<file path="src/rtl/fetch_queue.sv">
// fetch_queue
// Instruction-fetch front end. It owns the fetch PC and issues one read per
// cycle to a synchronous-read instruction memory. Returned words are stored
// in a DEPTH-entry prefetch FIFO. That FIFO feeds decode through a
// valid/ready handshake. A redirect (a taken branch or a jump) reloads the
// fetch PC and discards all speculative fetch state.
//
// Ports:
//   clk_i            clock; all state updates happen on its rising edge
//   reset_i          synchronous, active-high reset
//   imem_req_o       read request for the word at imem_addr_o this cycle
//   imem_addr_o      word-aligned byte address of the request (the fetch PC)
//   imem_rdata_i     read data, returned one cycle after the request
//   redirect_i       load redirect_pc_i and flush all fetch state
//   redirect_pc_i    new fetch address; the low two bits are ignored
//   out_valid_o      the FIFO head holds an instruction
//   out_ready_i      decode accepts the head this cycle
//   out_instr_o      instruction at the FIFO head
//   out_pc_o         address of out_instr_o
//   out_pc_plus4_o   out_pc_o + 4, wrapping at the address width
//   count_o          number of valid FIFO entries

module fetch_queue #(
    parameter int unsigned       ADDR_W   = 32,
    parameter int unsigned       DEPTH    = 4,
    parameter logic [ADDR_W-1:0] RESET_PC = '0
) (
    input  logic                         clk_i,
    input  logic                         reset_i,
    output logic                         imem_req_o,
    output logic [ADDR_W-1:0]            imem_addr_o,
    input  logic [31:0]                  imem_rdata_i,
    input  logic                         redirect_i,
    input  logic [ADDR_W-1:0]            redirect_pc_i,
    output logic                         out_valid_o,
    input  logic                         out_ready_i,
    output logic [31:0]                  out_instr_o,
    output logic [ADDR_W-1:0]            out_pc_o,
    output logic [ADDR_W-1:0]            out_pc_plus4_o,
    output logic [$clog2(DEPTH+1)-1:0]   count_o
);

    localparam int unsigned       CNT_W   = $clog2(DEPTH + 1);
    localparam int unsigned       PTR_W   = $clog2(DEPTH);
    localparam logic [CNT_W:0]    DEPTH_L = (CNT_W + 1)'(DEPTH);

    // Reject parameter sets the pointer arithmetic cannot support.
    // Wrapping the pointers by natural overflow needs a power-of-two depth.
    if (DEPTH < 2 || (DEPTH & (DEPTH - 1)) != 0 || ADDR_W < 8 || ADDR_W > 32
        || RESET_PC[1:0] != 2'b00) begin : g_param_check
        $error("fetch_queue: illegal parameter combination");
    end

    logic [ADDR_W-1:0] fetch_pc_q, fetch_pc_d;
    logic              inflight_q, inflight_d;
    logic [ADDR_W-1:0] tag_q, tag_d;
    logic [PTR_W-1:0]  rd_ptr_q, rd_ptr_d;
    logic [PTR_W-1:0]  wr_ptr_q, wr_ptr_d;
    logic [CNT_W-1:0]  count_q, count_d;

    logic [31:0]       instr_mem [DEPTH];
    logic [ADDR_W-1:0] pc_mem    [DEPTH];

    logic              pop;
    logic              push;
    logic              issue;
    logic [CNT_W:0]    occupancy;

    // Handshake and request-issue decisions for this cycle.
    // The occupancy is the FIFO fill level the next response will see: the
    // current entries, plus the word now in flight, minus the head that decode
    // takes this cycle. A request issues only while that level leaves a free
    // slot, so the FIFO can never overflow.
    always_comb begin
        pop       = out_valid_o & out_ready_i;
        push      = inflight_q & ~redirect_i & ~reset_i;
        occupancy = {1'b0, count_q}
                  + {{CNT_W{1'b0}}, inflight_q}
                  - {{CNT_W{1'b0}}, pop};
        issue     = ~reset_i & ~redirect_i & (occupancy < DEPTH_L);
    end

    // Next-state logic for the fetch PC, the in-flight tracker and the FIFO
    // bookkeeping. A redirect is applied last, so it overrides normal
    // advancement. A pop in the redirect cycle still happens (decode keeps
    // that word), but the flush then discards the rest of the FIFO.
    always_comb begin
        fetch_pc_d = fetch_pc_q;
        tag_d      = tag_q;
        inflight_d = issue;
        rd_ptr_d   = rd_ptr_q;
        wr_ptr_d   = wr_ptr_q;
        count_d    = count_q;

        if (issue) begin
            fetch_pc_d = fetch_pc_q + ADDR_W'(4);
            tag_d      = fetch_pc_q;
        end

        if (push) begin
            wr_ptr_d = wr_ptr_q + PTR_W'(1);
        end
        if (pop) begin
            rd_ptr_d = rd_ptr_q + PTR_W'(1);
        end

        case ({push, pop})
            2'b10:   count_d = count_q + CNT_W'(1);
            2'b01:   count_d = count_q - CNT_W'(1);
            default: count_d = count_q;
        endcase

        if (redirect_i) begin
            fetch_pc_d = redirect_pc_i & ~ADDR_W'(3);
            inflight_d = 1'b0;
            rd_ptr_d   = '0;
            wr_ptr_d   = '0;
            count_d    = '0;
        end
    end

    // Control state registers. Reset takes priority over a redirect and over
    // any response still in flight.
    always_ff @(posedge clk_i) begin
        if (reset_i) begin
            fetch_pc_q <= RESET_PC;
            inflight_q <= 1'b0;
            tag_q      <= RESET_PC;
            rd_ptr_q   <= '0;
            wr_ptr_q   <= '0;
            count_q    <= '0;
        end else begin
            fetch_pc_q <= fetch_pc_d;
            inflight_q <= inflight_d;
            tag_q      <= tag_d;
            rd_ptr_q   <= rd_ptr_d;
            wr_ptr_q   <= wr_ptr_d;
            count_q    <= count_d;
        end
    end

    // FIFO storage is not reset. The count decides which entries are
    // meaningful, so stale contents are never visible at the outputs.
    always_ff @(posedge clk_i) begin
        if (push) begin
            instr_mem[wr_ptr_q] <= imem_rdata_i;
            pc_mem[wr_ptr_q]    <= tag_q;
        end
    end

    // Outputs. The FIFO head is presented combinationally from the
    // registered storage.
    always_comb begin
        imem_req_o     = issue;
        imem_addr_o    = fetch_pc_q;
        out_valid_o    = (count_q != '0);
        out_instr_o    = instr_mem[rd_ptr_q];
        out_pc_o       = pc_mem[rd_ptr_q];
        out_pc_plus4_o = pc_mem[rd_ptr_q] + ADDR_W'(4);
        count_o        = count_q;
    end

endmodule
</file>
<file path="config.mk">
export PLATFORM = sky130hd
export DESIGN_NAME = fetch_queue
export DESIGN_NICKNAME = d
export VERILOG_FILES = /design/src/rtl/fetch_queue.sv
export SDC_FILE = /design/constraint.sdc
export NUM_CORES = 1
export LEC_CHECK = 0
export BUFFER_PORTS_ARGS = -buffer_cell sky130_fd_sc_hd__buf_2
export CAP_MARGIN = 20
export CORE_UTILIZATION = 57
export DETAILED_ROUTE_END_ITERATION = 10
export PLACE_DENSITY_LB_ADDON = 0.05
export SYNTH_ARGS = -nofsm -noshare
export SYNTH_HDL_FRONTEND = slang
export SYNTH_SLANG_ARGS = --single-unit
</file>
<file path="constraint.sdc">
create_clock -name clk_i -period 3.5 [get_ports clk_i]
set_input_delay 0 -clock clk_i [delete_from_list [all_inputs] [get_ports clk_i]]
set_output_delay 0 -clock clk_i [all_outputs]
set_load 0.03 [all_outputs]
</file>
==> impl_metrics.ini <==
[status]
outcome = finished, violations left
failed_checks = DRC

[placed_design]
dp_hpwl_mm = 15.34
portBuffers = 192
gp_congestion = 0.8413

[route]
initialDrtViolationCount = 493
ant_nets = 0
via_per_inst = 5.490
wl_per_cell_um = 18.67
routed_wirelength_mm = 26.04
first_pass_iters = 8
drc = 18
vias = 7659

[clocking]
h-tree-depth = 1
clk_path_buf_depth = 3
numCtsBuffers = 31
path_clk_slew_ns = 0.06
clock_latency_ns = 0.55
cts_sinks = 318
cts.repair.resized = 0
cts_tree = yes
clockRootBuffer = clkbuf_16

[timing]
grt_setup_unrepaired = no
finalCritPeriodShare_pct = 91.55
fin_skew_ns = 0.01346
slew_headroom_pct = 34.38
setup_tns_ns = 0
drv_slew = 0
max_freq_ghz = 0.3121
finalHoldViolCount = 0
period_minus_slack_ns = 3.204
worst-slew-pin-transition_ns = 0.9843
setup_viol = 0

[floorplan]
die-height_um = 152.8
rows = 54
start_util_pct = 58.81
die_w_um = 152.8
ioPinCount = 201
coreArea_mm2 = 0.02203
die-area_mm2 = 0.02333

[grt]
antenna_found_initial = 0
first_global_vias = 7607
grt_max_degree = 63
grt_use_total_pct = 22.55
grt_overflow_total = 0
grt_pass1_wl_mm = 41.18

[cells_and_area]
area_growth_pct = 22.18
fin_util_pct = 71.85
nFillCells = 1441
antenna_cells = 0
multi_input_area_mm2 = 0.003746
layout-drive-gt1-share_pct = 30.49
layout.nets = 1169
seq_area_mm2 = 0.008856

[synth]
ys_types = 49
yosysWarnings = 0
synth_edf_count = 248
ys_ff_latch = 318
async_flop_share_pct = 0
synth_flop_cell = edfxtp_1
syn_inst = 835
ys_seq_area_share_pct = 68.31
syn_area_mm2 = 0.01295
avgSynthCellArea_um2 = 15.51

[setup_path]
path_class = flip-flop to output pin
cp.required_ns = 3.50
start_kind = flip-flop
path_cells = buf_12 -> mux4_4 -> and4_4 -> nand4_2 -> or2_4 -> nor2_2 -> xor2_1 -> buf_2
worst_setup_path_end_kind = output pin
cp_slowest_cell = mux4_4
crit_arrival_ns = 3.20
critPathMaxStageDelay_ns = 0.79
crit_fanout = 55
path_buf_inv = 2
cp_top_family = multiplexers

[power_and_ir_drop]
internal_power_mw = 6.265
p_seq_share_pct = 52.5
p_clk_share_pct = 42.4
p_leak_nw = 5.976
comb_power_share_pct = 5.1
power.total_mw = 7.940
power_density_mw_per_mm2 = 501.7
switching_share_pct = 21.10
switching_power_mw = 1.675
peakVddDrop_v = 0.0004143

[worst_hold_path]
hold_class = input pin to flip-flop

[flow_run]
drv_cap = 0
[logic make-up after synthesis]
| kind of cell | after synthesis | synth area share [%] |
|---|---|---|
| other | 1 | 0.02895 |
| flip-flops | 318 | 68.31 |
| multiplexers | 66 | 11.23 |
| XOR/XNOR | 60 | 4.057 |
| buffers and inverters | 88 | 3.110 |
| AND/OR/NAND/NOR | 199 | 7.891 |
| adder cells (fa/ha/maj) | 11 | 1.120 |
| AO/OA/AOI/OAI | 92 | 4.250 |
[cell usage in the layout, fill, tap and decap left out, drive strengths merged, types with 5 or more instances in the layout]
cell type	synthesis	layout
clkbuf	24	34
mux4	62	62
nand3	19	19
ha	10	10
dlygate4sd3	0	63
and4	7	7
conb	1	6
clkinv	0	10
bufinv	0	5
buf	23	201
nor4	7	7
edfxtp	248	248
clkinvlp	0	7
xor2	32	32
a21oi	59	59
nand2	84	84
nor3	14	14
and2	6	6
dfxtp	70	70
nor2	26	26
and3	10	10
o21a	28	28
inv	41	43
nand4	16	16
xnor2	28	28
[through the flow]
step                      instances  setup WS, ns  area (um^2)  hold WS (ns)
after global placement         1274        0.5805        14150        0.2166
final                          1395        0.2957        15830       0.07560
after floorplan                 840        0.2656        12970       0.09887
after detailed placement       1274        0.5179        14150        0.2203
after CTS                      1395        0.2284        15830       0.05909
after global routing           1395       0.06973        15830       0.09997
[worst min-delay path, stage by stage]
cell	delay [ns]
buf_2	0.11
buf_4	0.32
nor2_1	0.15
[cell usage after synthesis, drive strengths merged (19+ instances only)]
cell type / number / area share, %
buf: 23 / 1.2
nand3: 19 / 0.73
a21oi: 59 / 2.3
xor2: 32 / 2.2
dfxtp: 70 / 11
nand2: 84 / 2.4
inv: 41 / 1.2
nor2: 26 / 0.89
mux4: 62 / 11
clkbuf: 24 / 0.70
o21a: 28 / 1.6
xnor2: 28 / 1.9
edfxtp: 248 / 57
[power groups by stage]
stage	logic (mW)	clock network (mW)	registers, mW
final	0.403	3.37	4.17
after floorplan	0.183	0	4.28
after CTS	0.401	3.43	4.17
after global routing	0.437	3.57	4.17
after detailed placement	0.345	0	4.25
after global placement	0.342	0	4.25
[flip-flops by register name, summed over array words and instances, names as in the netlist, named ones only]
name,cells
imem_addr_o,30
rd_ptr_q,2
tag_q,30
wr_ptr_q,2
pc_mem,120
inflight_q,1
count_o,3
instr_mem,128
[path summary, 6_finish.rpt]
kind                            depth (start not counted)       start  slack (ns)                 end
worst max-delay path                                    8   flip-flop        0.30  out_pc_plus4_o[30]
worst min-delay path                                    3     reset_i        0.08      imem_addr_o[2]
worst max register to register                         13  count_o[2]        0.54     imem_addr_o[31]
worst min register to register                          0   tag_q[13]        0.49       pc_mem[3][13]
[per-layer routing]
layer	vias to the layer above	global-route usage, %	routed length, um	share of wire [%]
met5	-	0	0	0
met3	35	4.494	1786	6.9
met4	0	5.099	415	1.6
met2	260	36.30	12290	47
li1	3634	-	-	-
met1	3730	32.09	11550	44
[cell type report]
cell class / instances / share of cell area [%]
sequential: 318 / 55.96
multi-input combinational: 434 / 23.67
timing repair buffer: 264 / 10.56
clock buffer: 34 / 4.973
tap: 280 / 2.214
clock inverter: 24 / 1.652
inverter: 41 / 0.9724
[timing repair]
| action | in CTS | in global routing |
|---|---|---|
| hold buffers | 63 | 0 |
| hold endpoints to repair | 159 | 0 |
| buffers inserted | 0 | 0 |
No activity file was read; power rests on OpenSTA's default activity.
